### src/rtl/color_scan_ctrl.sv
// color_scan_ctrl: filter sequencer and gated edge counter for a TCS3200-style
// colour sensor. Calibration measures per-channel windows against a white
// target; measurement counts sensor edges inside those windows.
module color_scan_ctrl #(
    parameter int CNT_W          = 32,
    parameter int STD_NUM        = 255,
    parameter int SETTLE_CYCLES  = 1000,
    parameter int TIMEOUT_CYCLES = 2**24
) (
    input  logic             clk,
    input  logic             rst_n,
    input  logic             cal_req,
    input  logic             start,
    input  logic             sensor_freq,
    output logic [1:0]       filter_select,
    output logic             busy,
    output logic             cal_done,
    output logic             timeout_err,
    output logic [CNT_W-1:0] para_red,
    output logic [CNT_W-1:0] para_green,
    output logic [CNT_W-1:0] para_blue,
    output logic [7:0]       red,
    output logic [7:0]       green,
    output logic [7:0]       blue,
    output logic             result_valid
);

    typedef enum logic [2:0] {
        S_IDLE      = 3'd0,
        S_SETTLE    = 3'd1,
        S_CAL_ALIGN = 3'd2,
        S_CAL_COUNT = 3'd3,
        S_MEAS      = 3'd4,
        S_DONE      = 3'd5
    } state_t;

    localparam logic [1:0] CH_R = 2'd0;
    localparam logic [1:0] CH_G = 2'd1;
    localparam logic [1:0] CH_B = 2'd2;

    localparam logic [CNT_W-1:0] ZERO        = {CNT_W{1'b0}};
    localparam logic [CNT_W-1:0] ONE         = {{(CNT_W-1){1'b0}}, 1'b1};
    localparam logic [CNT_W-1:0] CNT_MAX     = {CNT_W{1'b1}};
    localparam logic [CNT_W-1:0] STD_LAST    = CNT_W'(STD_NUM - 1);
    localparam logic [CNT_W-1:0] SETTLE_LAST = CNT_W'(SETTLE_CYCLES - 1);
    localparam logic [CNT_W-1:0] TO_LAST     = CNT_W'(TIMEOUT_CYCLES - 1);

    // Filter-select code for a channel index (red 00, green 11, blue 10).
    function automatic logic [1:0] filter_code(input logic [1:0] ch);
        case (ch)
            CH_R:    filter_code = 2'b00;
            CH_G:    filter_code = 2'b11;
            CH_B:    filter_code = 2'b10;
            default: filter_code = 2'b00;
        endcase
    endfunction

    state_t           r_state;
    state_t           w_state_next;
    logic [1:0]       r_ch;
    logic [1:0]       w_ch_next;
    logic             r_mode_cal;

    logic             r_meta;
    logic             r_sync;
    logic             r_sync_d;
    logic             r_ev;

    logic [CNT_W-1:0] r_tmr;
    logic [CNT_W-1:0] r_to;
    logic [CNT_W-1:0] r_win;
    logic [CNT_W-1:0] r_cyc;
    logic [CNT_W-1:0] r_evn;
    logic [7:0]       r_cnt;
    logic [7:0]       r_sh_r;
    logic [7:0]       r_sh_g;

    logic [1:0]       r_filter;
    logic             r_busy;
    logic             r_cal_done;
    logic             r_timeout;
    logic [CNT_W-1:0] r_para_r;
    logic [CNT_W-1:0] r_para_g;
    logic [CNT_W-1:0] r_para_b;
    logic [7:0]       r_red;
    logic [7:0]       r_green;
    logic [7:0]       r_blue;
    logic             r_valid;

    logic             w_accept;
    logic             w_abort;
    logic             w_cal_store;
    logic             w_meas_store;
    logic             w_settle_last;
    logic             w_timeout;
    logic             w_win_last;
    logic [CNT_W-1:0] w_para;
    logic [CNT_W-1:0] w_cyc_inc;
    logic [7:0]       w_cnt_next;

    // Two-flop synchroniser on the sensor input plus registered rising-edge pulse.
    always_ff @(posedge clk or negedge rst_n) begin
        if (!rst_n) begin
            r_meta   <= 1'b0;
            r_sync   <= 1'b0;
            r_sync_d <= 1'b0;
            r_ev     <= 1'b0;
        end else begin
            r_meta   <= sensor_freq;
            r_sync   <= r_meta;
            r_sync_d <= r_sync;
            r_ev     <= r_sync & ~r_sync_d;
        end
    end

    // Window length of the channel currently being scanned.
    always_comb begin
        case (r_ch)
            CH_G:    w_para = r_para_g;
            CH_B:    w_para = r_para_b;
            default: w_para = r_para_r;
        endcase
    end

    // Helper terms shared by the sequencer and datapath.
    always_comb begin
        w_settle_last = (r_tmr == SETTLE_LAST);
        w_timeout     = (r_to == TO_LAST) && !r_ev;
        w_win_last    = (w_para == ZERO) || (r_win == (w_para - ONE));
        w_cyc_inc     = (r_cyc == CNT_MAX) ? r_cyc : (r_cyc + ONE);
        if (r_ev && (r_cnt != 8'hFF) && (w_para != ZERO)) begin
            w_cnt_next = r_cnt + 8'd1;
        end else begin
            w_cnt_next = r_cnt;
        end
    end

    // Sequencer next-state and channel-advance logic.
    always_comb begin
        w_state_next = r_state;
        w_ch_next    = r_ch;
        w_accept     = 1'b0;
        w_abort      = 1'b0;
        w_cal_store  = 1'b0;
        w_meas_store = 1'b0;
        case (r_state)
            S_IDLE: begin
                if (cal_req || (start && r_cal_done)) begin
                    w_accept     = 1'b1;
                    w_state_next = S_SETTLE;
                    w_ch_next    = CH_R;
                end else begin
                    w_state_next = S_IDLE;
                end
            end
            S_SETTLE: begin
                if (w_settle_last) begin
                    w_state_next = r_mode_cal ? S_CAL_ALIGN : S_MEAS;
                end else begin
                    w_state_next = S_SETTLE;
                end
            end
            S_CAL_ALIGN: begin
                if (r_ev) begin
                    w_state_next = S_CAL_COUNT;
                end else if (w_timeout) begin
                    w_abort      = 1'b1;
                    w_state_next = S_IDLE;
                end else begin
                    w_state_next = S_CAL_ALIGN;
                end
            end
            S_CAL_COUNT: begin
                if (r_ev && (r_evn == STD_LAST)) begin
                    w_cal_store = 1'b1;
                    if (r_ch == CH_B) begin
                        w_state_next = S_DONE;
                    end else begin
                        w_state_next = S_SETTLE;
                        w_ch_next    = r_ch + 2'd1;
                    end
                end else if (w_timeout) begin
                    w_abort      = 1'b1;
                    w_state_next = S_IDLE;
                end else begin
                    w_state_next = S_CAL_COUNT;
                end
            end
            S_MEAS: begin
                if (w_win_last) begin
                    w_meas_store = 1'b1;
                    if (r_ch == CH_B) begin
                        w_state_next = S_DONE;
                    end else begin
                        w_state_next = S_SETTLE;
                        w_ch_next    = r_ch + 2'd1;
                    end
                end else begin
                    w_state_next = S_MEAS;
                end
            end
            S_DONE: begin
                w_state_next = S_IDLE;
            end
            default: begin
                w_state_next = S_IDLE;
            end
        endcase
    end

    // State, channel and scan-mode registers.
    always_ff @(posedge clk or negedge rst_n) begin
        if (!rst_n) begin
            r_state    <= S_IDLE;
            r_ch       <= CH_R;
            r_mode_cal <= 1'b0;
        end else begin
            r_state    <= w_state_next;
            r_ch       <= w_ch_next;
            r_mode_cal <= w_accept ? cal_req : r_mode_cal;
        end
    end

    // Settle timer, no-edge timeout counter and measurement window counter.
    always_ff @(posedge clk or negedge rst_n) begin
        if (!rst_n) begin
            r_tmr <= ZERO;
            r_to  <= ZERO;
            r_win <= ZERO;
        end else begin
            r_tmr <= (r_state == S_SETTLE) ? (r_tmr + ONE) : ZERO;
            if (((r_state == S_CAL_ALIGN) || (r_state == S_CAL_COUNT)) && !r_ev && !w_abort) begin
                r_to <= r_to + ONE;
            end else begin
                r_to <= ZERO;
            end
            if ((r_state == S_MEAS) && !w_win_last) begin
                r_win <= r_win + ONE;
            end else begin
                r_win <= ZERO;
            end
        end
    end

    // Calibration cycle counter (saturating) and edge counter after the aligning edge.
    always_ff @(posedge clk or negedge rst_n) begin
        if (!rst_n) begin
            r_cyc <= ZERO;
            r_evn <= ZERO;
        end else if (r_state == S_CAL_COUNT) begin
            r_cyc <= w_cyc_inc;
            r_evn <= r_ev ? (r_evn + ONE) : r_evn;
        end else begin
            r_cyc <= ZERO;
            r_evn <= ZERO;
        end
    end

    // Calibration windows, written only when a channel's count completes.
    always_ff @(posedge clk or negedge rst_n) begin
        if (!rst_n) begin
            r_para_r <= ZERO;
            r_para_g <= ZERO;
            r_para_b <= ZERO;
        end else if (w_cal_store) begin
            case (r_ch)
                CH_R:    r_para_r <= w_cyc_inc;
                CH_G:    r_para_g <= w_cyc_inc;
                CH_B:    r_para_b <= w_cyc_inc;
                default: r_para_r <= r_para_r;
            endcase
        end else begin
            r_para_r <= r_para_r;
        end
    end

    // Measurement edge counter and per-channel shadow results.
    always_ff @(posedge clk or negedge rst_n) begin
        if (!rst_n) begin
            r_cnt  <= 8'd0;
            r_sh_r <= 8'd0;
            r_sh_g <= 8'd0;
        end else begin
            if ((r_state == S_MEAS) && !w_win_last) begin
                r_cnt <= w_cnt_next;
            end else begin
                r_cnt <= 8'd0;
            end
            if (w_meas_store && (r_ch == CH_R)) begin
                r_sh_r <= w_cnt_next;
            end else begin
                r_sh_r <= r_sh_r;
            end
            if (w_meas_store && (r_ch == CH_G)) begin
                r_sh_g <= w_cnt_next;
            end else begin
                r_sh_g <= r_sh_g;
            end
        end
    end

    // Registered status, filter select and result outputs, aligned to the next state.
    always_ff @(posedge clk or negedge rst_n) begin
        if (!rst_n) begin
            r_filter   <= 2'b00;
            r_busy     <= 1'b0;
            r_cal_done <= 1'b0;
            r_timeout  <= 1'b0;
            r_valid    <= 1'b0;
            r_red      <= 8'd0;
            r_green    <= 8'd0;
            r_blue     <= 8'd0;
        end else begin
            r_filter <= (w_state_next == S_IDLE) ? 2'b00 : filter_code(w_ch_next);
            r_busy   <= (w_state_next != S_IDLE);
            if (w_abort) begin
                r_cal_done <= 1'b0;
            end else if ((w_state_next == S_DONE) && (r_state != S_DONE) && r_mode_cal) begin
                r_cal_done <= 1'b1;
            end else begin
                r_cal_done <= r_cal_done;
            end
            if (w_abort) begin
                r_timeout <= 1'b1;
            end else if (w_accept) begin
                r_timeout <= 1'b0;
            end else begin
                r_timeout <= r_timeout;
            end
            // The blue count finishes in the same cycle DONE is entered, so take it unshadowed.
            if ((w_state_next == S_DONE) && (r_state == S_MEAS)) begin
                r_valid <= 1'b1;
                r_red   <= r_sh_r;
                r_green <= r_sh_g;
                r_blue  <= w_cnt_next;
            end else begin
                r_valid <= 1'b0;
                r_red   <= r_red;
                r_green <= r_green;
                r_blue  <= r_blue;
            end
        end
    end

    assign filter_select = r_filter;
    assign busy          = r_busy;
    assign cal_done      = r_cal_done;
    assign timeout_err   = r_timeout;
    assign para_red      = r_para_r;
    assign para_green    = r_para_g;
    assign para_blue     = r_para_b;
    assign red           = r_red;
    assign green         = r_green;
    assign blue          = r_blue;
    assign result_valid  = r_valid;

endmodule
### config.mk
export PLATFORM = sky130hd
export DESIGN_NAME = color_scan_ctrl
export DESIGN_NICKNAME = d
export VERILOG_FILES = /design/src/rtl/color_scan_ctrl.sv
export SDC_FILE = /design/constraint.sdc
export NUM_CORES = 1
export LEC_CHECK = 0
export BUFFER_PORTS_ARGS = -buffer_cell sky130_fd_sc_hd__buf_2
export CORE_ASPECT_RATIO = 1.1
export CORE_MARGIN = 2
export CORE_UTILIZATION = 55
export CTS_BUF_LIST = sky130_fd_sc_hd__clkbuf_8
export CTS_CLUSTER_DIAMETER = 100
export CTS_CLUSTER_SIZE = 40
export DETAILED_ROUTE_END_ITERATION = 10
export PLACE_DENSITY = 0.88
export SETUP_SLACK_MARGIN = 0.2
export SLEW_MARGIN = 10
export SYNTH_ARGS = -nofsm -noshare
export SYNTH_HDL_FRONTEND = slang
export SYNTH_SLANG_ARGS = --single-unit
### constraint.sdc
create_clock -name clk -period 4.4 [get_ports clk]
set_clock_uncertainty 0.1 [all_clocks]
set_input_delay 0.88 -clock clk [delete_from_list [all_inputs] [get_ports clk]]
set_output_delay 0.88 -clock clk [all_outputs]
set_load 0.005 [all_outputs]
**Word-level counts from Yosys, hierarchy flattened**

Cells that the tools add are included.

- Bits in latches: 0
- Bits in registers: 320
- Memory bits (writable): 0
- Memory bits (read-only): 0
- Word-level logic and storage cells: 125
- Output and inout bits: 126
- Memories kept: 0

- Add/sub/neg operators: 8
- Equality and inequality tests: 17
- Shift-type cells: 0
- Magnitude comparators: 0
- Mux-type cells: 42
- Divide/modulo/power cells: 0
- Reduce and logical (&&, ||, !) cells: 30
- $mul: 0
- Bitwise gates (word level): 2

Operators by type and width:

| cell | count |
|---|---|
| two-way mux 32 bit | 7 |
| adder 32 x 1 -> 32 bit, second input constant | 5 |
| one-hot mux 32 bit (2 select lines) | 1 |
| equality test 32 x 10 -> 1 bit, second input constant | 1 |
| equality test 32 x 24 -> 1 bit, second input constant | 1 |
| equality test 32 bit | 1 |
| equality test 32 bit, second input constant | 1 |
| equality test 32 x 8 -> 1 bit, second input constant | 1 |
| logical NOT 32 bit | 1 |
| nonzero test 32 bit | 1 |
| subtractor 32 x 1 -> 32 bit, second input constant | 1 |
| two-way mux 2 bit | 8 |
| two-way mux 8 bit | 2 |
| two-way mux 1 bit | 15 |
| two-way mux 3 bit | 5 |
| one-hot mux 3 bit (5 select lines) | 1 |
| logical AND 1 bit | 13 |
| adder 8 x 1 -> 8 bit, second input constant | 1 |
| != test 8 bit, second input constant | 1 |
| equality test 3 x 2 -> 1 bit, second input constant | 2 |
| equality test 3 bit, second input constant | 2 |
| logical NOT 3 bit | 2 |
| one-hot mux 2 bit (3 select lines) | 1 |
| AND reduction 2 bit | 3 |
| 15 further kinds | 22 |

**Longest topological paths before layout**

Gate-level depths: netlist of run 1.

- Depth in word-level cells: 12
- Mapped depth: 21
- Gate-level depth less buffers: 19

**Least setup slack after synthesis of run 1**

OpenSTA, ideal clock, no wires.

- Path kind: flip-flop to flip-flop
- Start: register r_ch[1]
- End: register r_filter[1], in the netlist filter_select[1]
- Data required time: 4.227 ns
- Data arrival time: 4.546 ns
- Setup slack: -0.319 ns
- Period minus slack after synthesis: 4.719 ns
- Stages on the path, launching flop included: 19
- Cell sequence: dfrtp_1 > inv_1 > ha_1 > buf_2 > buf_4 > buf_4 > buf_4 > mux2i_1 > nand4_1 > or2_2 > or4_1 > nor3_1 > o2111ai_1 > or4_4 > nand3_1 > o21ai_0 > a22o_1 > ha_1 > nor2b_1

- Longest elaborated chain between the ends: 10
- Elaborated cells on any way between the ends: 22
- Classes of those cells: add/sub (2); eq/ne (5); mux (12); reduce/logical (3)

RTL lines:

| what | line | text |
|---|---|---|
| from (decl) | 60 | `logic [1:0] r_ch;` |
| from (signal assigned) | 219 | `r_ch <= w_ch_next;` |
| equality test 2 bit / equality test 2 x 1 -> 1 bit (equally long branches) | 118, 176, 192 |  |
| one-hot mux 32 bit (2 select lines) | 118 | `case (r_ch)` |
| subtractor 32 x 1 -> 32 bit | 129 | `w_win_last = (w_para == ZERO) \|\| (r_win == (w_para - ONE));` |
| equality test 32 bit | 129 |  |
| logical OR 1 bit | 129 |  |
| two-way mux 2 bit | 190 | `if (w_win_last) begin` |
| one-hot mux 2 bit (3 select lines) * | 146 | `case (r_state)` |
| via w_ch_next[0] | 61 | `logic [1:0] w_ch_next;` |
| equality test 2 bit / equality test 2 x 1 -> 1 bit (equally long branches) | 50 | `case (ch)` |
| one-hot mux 2 bit (2 select lines) * | 50 |  |
| two-way mux 2 bit * | 314 | `r_filter <= (w_state_next == S_IDLE) ? 2'b00 : filter_code(w_ch_next);` |
| to (signal assigned) | 314 |  |
| to (decl) | 78 | `logic [1:0] r_filter;` |

Mark *: on every way through the listed nets, which the timed path passes. The rest lies on a longest branch.
A chain may end at the register's enable or synchronous reset.

**Worst setup path in the final report of run 1**

- Start: register r_ch[0]
- End: register r_green[5], in the netlist green[5]

- Longest elaborated chain between the ends: 9
- Elaborated cells on any way between the ends: 13
- Classes of those cells: add/sub (1); eq/ne (4); mux (5); reduce/logical (3)

RTL lines:

| what | line | text |
|---|---|---|
| equality test 2 bit / equality test 2 x 1 -> 1 bit (equally long branches) | 118, 176, 192 |  |
| one-hot mux 32 bit (2 select lines) | 118 |  |
| subtractor 32 x 1 -> 32 bit | 129 |  |
| equality test 32 bit | 129 |  |
| logical OR 1 bit | 129 |  |
| two-way mux 3 bit | 190 |  |
| one-hot mux 3 bit (5 select lines) * | 146 |  |
| equality test 3 bit * | 331 | `if ((w_state_next == S_DONE) && (r_state == S_MEAS)) begin` |
| logical AND 1 bit * | 331 |  |
| to (signal assigned) | 334 | `r_green <= r_sh_g;` |
| to (signal assigned) | 339 | `r_green <= r_green;` |
| to (decl) | 86 | `logic [7:0] r_green;` |

Every way passes the cells marked *; elsewhere a longest branch is shown, timed or not.

==> results.sh, run 1 <==
export IMPL_layout_nets=1760
export IMPL_worstPathMaxFanout=10
export IMPL_max_cap_viol_count=0
export IMPL_clk_latency_ps=590
export IMPL_yosys_cell_count_top_type="dfrtp_1"
export IMPL_vias=12500
export IMPL_timing_hold_ws_ps=158
export IMPL_dp_slack_ps=-257
export IMPL_first_iter_violations=1346
export IMPL_grt_pass1_vias=12100
export IMPL_hold_path_class="in -> async"
export IMPL_clock_path_buffers=3
export IMPL_setup_viol=42
export IMPL_antenna_left=0
export IMPL_diodes=0
export IMPL_power_density_nw_per_um2=237
export IMPL_worst_setup_path_end_kind="flip-flop"
export IMPL_rows=64
export IMPL_grt_overflow_total=0
export IMPL_htreeDepth=1
export IMPL_antenna_found_initial=0
export IMPL_fin_ws_ps=-266
export IMPL_ir_drop_v=0.000230
export IMPL_syn_area_per_cell_sq_um=9.95
export IMPL_fin_crit_sh_pct=106
export IMPL_hpwl_mm=26.9
export IMPL_synthCells=1558
export IMPL_criticalPathCategory="reg -> reg"
export IMPL_synth_seq_cells=320
export IMPL_slew_headroom_pct=51.8
export IMPL_via_per_inst=5.93
export IMPL_synth_top_area_cell="dfrtp_1"
export IMPL_cts_root_buf="clkbuf_8"
export IMPL_grt_pass1_wl_mm=62.9
export IMPL_hold_buffers=0
export IMPL_synth_enable_flop_cells=0
export IMPL_synth_flop_cell="dfrtp_1"
export IMPL_cts_buffers=12
export IMPL_crit_path_start_kind="flip-flop"
export IMPL_dieHeight_um=180
export IMPL_die_w_um=164
export IMPL_violations="negative setup slack"
export IMPL_final_cells=2108
export IMPL_gp_congestion=0.907
export IMPL_rsz0062_at_grt="true"
export IMPL_drv_slew=0
export IMPL_grt_total_usage_pct=26.4
export IMPL_synth_top_cell_area_share_pct=51.7
export IMPL_clock_sinks=320
export IMPL_areaGrowthSynthToFinish_pct=14.7
export IMPL_tightest_slew_ps=723
export IMPL_grt_max_degree=109
export IMPL_drt_wl_total_mm=39.0
export IMPL_synthDistinctLibCells=66
export IMPL_fin_crit_ps=4670
export IMPL_ys_seq_area_share_pct=51.7
export IMPL_cts_tree="yes"
export IMPL_drc=0
export IMPL_worstPathRequired_ps=4790
export IMPL_drt_pass1_iterations=6
export IMPL_pin_count=131
export IMPL_wl_per_cell_um=18.5
export IMPL_hold_violations=0
export IMPL_core_area_sq_um=27800
export IMPL_io_buffers=130
export IMPL_dp_cells=2062
export IMPL_synth_area_leaders="dfrtp_1 (52%), xor2_1 (6.4%), nor2_1 (4.8%)"
export IMPL_synth_commonest_cells="dfrtp_1 (320), nor2_1 (198), nand2_1 (186)"
export IMPL_async_reset_ff_share_pct=100
export IMPL_start_util_pct=55.8
export IMPL_status="finished with violations"
export IMPL_power_leakage_nw=8.07
export IMPL_drive_gt1_share_pct=20.1
export IMPL_fmax_mhz=214
export IMPL_arrival_ps=5060
export IMPL_yosysWarnings=0
export IMPL_syn_nets=1576
export IMPL_cts_clk_slew_worst_paths_ps=230
export IMPL_die_area_sq_um=29500
export IMPL_synth_area_sq_um=15500
## final timing paths
check                           startpoint        end  slack (ps)  cells past startpoint
worst max-delay path               r_ch[0]   green[5]        -270                     16
max in group asynchronous            rst_n  r_cyc[14]        2980                      2
worst min register to register      r_meta     r_sync         290                      0
worst max register to register     r_ch[0]   green[5]        -270                     16
min in group clk                    r_meta     r_sync         290                      0
worst min-delay path                 rst_n  r_tmr[26]         160                      1
## report_power, final
group,switching (W),total [W],internal (W)
Clock,0.000888,0.00120,0.000315
Combinational,0.0000569,0.0000647,0.00000781
Sequential,0.00000281,0.00295,0.00295
Total,0.000948,0.00422,0.00327
## state kept, by name (all words and copies together) (netlist names), 2 cells and up
name,flops
para_blue,32
para_green,32
para_red,32
r_cyc,32
r_evn,32
r_tmr,32
r_to,32
r_win,32
blue,8
green,8
r_cnt,8
r_sh_g,8
r_sh_r,8
red,8
r_state,3
filter_select,2
r_ch,2
## logic make-up after synthesis
| family | count (synthesis) | share of synthesized area [%] |
|---|---|---|
| AOI/OAI and AO/OA | 232 | 9.20 |
| adders and majority gates | 13 | 1.05 |
| buffers and inverters | 94 | 2.96 |
| xor gates and xnor gates | 184 | 10.4 |
| DFF | 320 | 51.7 |
| muxes | 62 | 4.80 |
| and+or+nand+nor | 653 | 19.9 |
## worst max-delay path, stage by stage (launching register included)
cell and delay (ps):
dfrtp_1 460, buf_4 160, ha_4 220, buf_6 150, a22o_1 220, mux2i_2 240
nand4_1 170, or4_4 580, or4_4 460, nor3_4 220, o2111ai_2 150, or4_4 490
a21boi_4 190, and2_4 210, buf_6 110, buf_12 130, mux2_4 300
## layout make-up
class                      instances  area (sq um)
multi-input combinational       1144          7260
timing repair buffer             236          1710
clock inverter                     3          45.0
fill                            2041         10000
clock buffer                      14           193
inverter                          28           105
sequential                       320          8010
tap                              363           454
## what timing repair did
item                                   CTS  global route
cloned                                   3             1
gates resized for setup                 25            19
endpoints found under the hold margin    0             0
pin swaps                                8             5
buffers inserted                        18             7
setup endpoints to repair               87            88
## routing by layer
layer  GRT usage [%]  vias to the layer above  wire [um]
met1            35.5                     6236      16100
met3            3.25                      106       2220
met4            10.4                        0       1660
met5               0                        -          0
met2            43.6                      458      19100
li1                -                     5704          -
## cells in the final DEF, fill, tap and decap left out, drive strengths merged, types with 9 or more instances in the layout
cell and instances:
a21o 9, a21oi 30, a22o 22, a22oi 13, and2 11, and3 31, buf 234, clkbuf 14
dfrtp 320, ha 13, inv 30, mux2 41, mux2i 21, nand2 186, nand3 70, nand4 44
nor2 198, nor2b 16, nor3 21, nor4 19, o21ai 122, or3 19, xnor2 70, xor2 114
## stage by stage
stage | instance area (sq um) | total power (W) | util [%] | setup TNS (ps)
after floorplan | 15600 | 0.00300 | - | -4430
final | 17800 | 0.00422 | 64.0 | -9460
after detailed placement | 17000 | 0.00307 | 61.4 | -8440
after global placement | 17000 | 0.00307 | 61.4 | -2520
after CTS | 17600 | 0.00423 | 63.5 | -3210
after global routing | 17800 | 0.00434 | 64.0 | -14990
No activity file was read; power rests on OpenSTA's default activity.
==> run 2: changes to the inputs <==
--- a/config.mk
+++ b/config.mk
@@ -13,7 +13,7 @@
 export CTS_CLUSTER_DIAMETER = 100
 export CTS_CLUSTER_SIZE = 40
 export DETAILED_ROUTE_END_ITERATION = 10
-export PLACE_DENSITY = 0.88
+export PLACE_DENSITY = 0.85
 export SETUP_SLACK_MARGIN = 0.2
 export SLEW_MARGIN = 10
 export SYNTH_ARGS = -nofsm -noshare
==> constraint.sdc (replaced) <==
create_clock -name clk -period 5.23 [get_ports clk]
set_clock_uncertainty 0.1 [all_clocks]
set_input_delay 1.046 -clock clk [delete_from_list [all_inputs] [get_ports clk]]
set_output_delay 1.046 -clock clk [all_outputs]
set_load 0.005 [all_outputs]
==> run 2 against run 1 <==
  * The run now ends clean
  * Die area did not move
  * Sequential cell count did not move
  * Global-route usage fell by 1.7 points
  * Largest power group unchanged
  * Sequential share of layout area rose by 2.6 points
  * Total power shrank 16%
  * Core utilization shrank 3.5 points
  * Critical path depth is 1 lower
  * Worst setup slack improved by 600 ps
==> results.sh, run 2 (synthesis gave the netlist of run 1 again) <==
export IMPL_rsz0062_at_grt="false"
export IMPL_antenna_left=0
export IMPL_grt_pass1_vias=11600
export IMPL_hold_violations=0
export IMPL_core_area_sq_um=27800
export IMPL_critPathLaunch="r_ch[1]"
export IMPL_grt_total_usage_pct=24.7
export IMPL_cts_tree="yes"
export IMPL_final_cells=2033
export IMPL_final_cell_mix="dfrtp_1 (320), nor2_1 (198), nand2_1 (183)"
export IMPL_vias=11800
export IMPL_worstPathMaxFanout=16
export IMPL_drv_slew=0
export IMPL_via_per_inst=5.82
export IMPL_cts_clk_slew_worst_paths_ps=210
export IMPL_worst_setup_path_end_kind="flip-flop"
export IMPL_die_w_um=164
export IMPL_die_area_sq_um=29500
export IMPL_drt_pass1_iterations=7
export IMPL_arrival_ps=5320
export IMPL_power_density_nw_per_um2=210
export IMPL_final_common_cell="dfrtp_1"
export IMPL_drive_gt1_share_pct=14.7
export IMPL_cts_buffers=12
export IMPL_fin_crit_ps=4890
export IMPL_dieHeight_um=180
export IMPL_final_cell_area_sq_um=16800
export IMPL_setup_viol=0
export IMPL_start_util_pct=55.8
export IMPL_hold_buffers=0
export IMPL_fmax_mhz=204
export IMPL_hpwl_mm=25.9
export IMPL_seq_area_sq_um=8010
export IMPL_dp_cells=2008
export IMPL_drt_wl_total_mm=36.6
export IMPL_hold_path_class="reg -> reg"
export IMPL_cts_root_buf="clkbuf_8"
export IMPL_areaGrowthSynthToFinish_pct=8.48
export IMPL_cp_endpoint="filter_select[1]"
export IMPL_clock_sinks=320
export IMPL_grt_pass1_wl_mm=59.3
export IMPL_crit_path_start_kind="flip-flop"
export IMPL_fillers=2227
export IMPL_clock_path_buffers=3
export IMPL_pin_count=131
export IMPL_max_cap_viol_count=0
export IMPL_worstRegToRegCells=15
export IMPL_slew_headroom_pct=21.2
export IMPL_first_iter_violations=945
export IMPL_diodes=0
export IMPL_layout_nets=1685
export IMPL_tightest_slew_ps=1180
export IMPL_htreeDepth=1
export IMPL_r2r_slack_ps=340
export IMPL_power_leakage_nw=7.59
export IMPL_fin_crit_sh_pct=93.5
export IMPL_ir_drop_v=0.000176
export IMPL_criticalPathCategory="reg -> reg"
export IMPL_antenna_found_initial=0
export IMPL_worstPathRequired_ps=5650
export IMPL_finalSetupTns_ps=0
export IMPL_rows=64
export IMPL_r2r_end="filter_select[1]"
export IMPL_clk_latency_ps=580
export IMPL_wl_per_cell_um=18.0
export IMPL_multi_input_area_sq_um=7100
export IMPL_drc=0
export IMPL_grt_max_degree=124
export IMPL_place_area_sq_um=16500
export IMPL_gp_congestion=0.911
export IMPL_reg2reg_from="r_ch[1]"
export IMPL_grt_overflow_total=0
export IMPL_io_buffers=130
export IMPL_status="complete, no violations"
[run 2: cell types whose count changed in the layout (fill, tap and decap cells not counted), sizes merged]
cell | previous run | this run
and2 | 11 | 14
buf | 234 | 158
bufbuf | 2 | 0
clkbuf | 14 | 13
clkinv | 1 | 2
[run 2: worst max-delay path, stage by stage (launching register included)]
cell and delay (ps):
dfrtp_1 440, inv_1 90, ha_2 440, buf_4 250
mux2i_1 450, nand2_1 260, nor4_1 610, a31oi_1 190
a221oi_1 330, o2111ai_1 160, or4_4 540, a21boi_4 290
or2_2 200, a22o_1 160, ha_1 230, nor2b_1 100
[run 2: layout make-up]
class | count | share of cell area [%]
Inverter | 28 | 0.625
Timing Repair Buffer | 158 | 5.40
Clock buffer | 13 | 1.06
Tap cell | 363 | 2.70
Multi-Input combinational cell | 1147 | 42.3
Clock inverter | 4 | 0.327
Sequential cell | 320 | 47.6
[run 2: layer usage]
layer  part of all wire [%]  vias up  routed length (um)  global-route usage (%)
met5                      0        -                   0                       0
met4                    3.8        0                1390                    9.26
met3                    6.6       82                2400                    4.51
met2                     47      346               17400                    39.7
met1                     42     5861               15400                    33.5
li1                       -     5541                   -                       -
[run 2: repair_timing]
item | 4_1_cts | 5_1_grt
cloned | 1 | 2
setup buffers | 0 | 5
pin swaps | 0 | 2
resized for setup | 3 | 13
setup endpoints to repair | 40 | 85
[run 2: where the power goes]
part | internal [W] | total, W | switching (W)
Clock | 0.000252 | 0.000994 | 0.000742
Combinational | 0.00000611 | 0.0000541 | 0.0000479
Sequential | 0.00248 | 0.00248 | 0.00000194
Total | 0.00274 | 0.00353 | 0.000792
[run 2: how the worst min path moves through the flow]
stage	from	endpoint	slack (ps)	cells past startpoint
2_1_floorplan	r_meta	r_sync	230	0
3_3_place_gp	r_meta	r_sync	230	0
3_5_place_dp	r_meta	r_sync	230	0
4_1_cts	r_meta	r_sync	280	0
5_1_grt	r_meta	r_sync	300	0
6_report	r_meta	r_sync	280	0
[run 2: through the flow]
| step | setup slack (ps) | utilization (%) | hold slack, ps | power (W) |
|---|---|---|---|---|
| after global placement | 254 | 59.3 | 234 | 0.00258 |
| after global routing | 187 | 60.5 | 303 | 0.00364 |
| after detailed placement | 144 | 59.3 | 235 | 0.00258 |
| after CTS | 169 | 60.2 | 279 | 0.00355 |
| final | 338 | 60.5 | 277 | 0.00353 |
| after floorplan | 511 | - | 231 | 0.00253 |
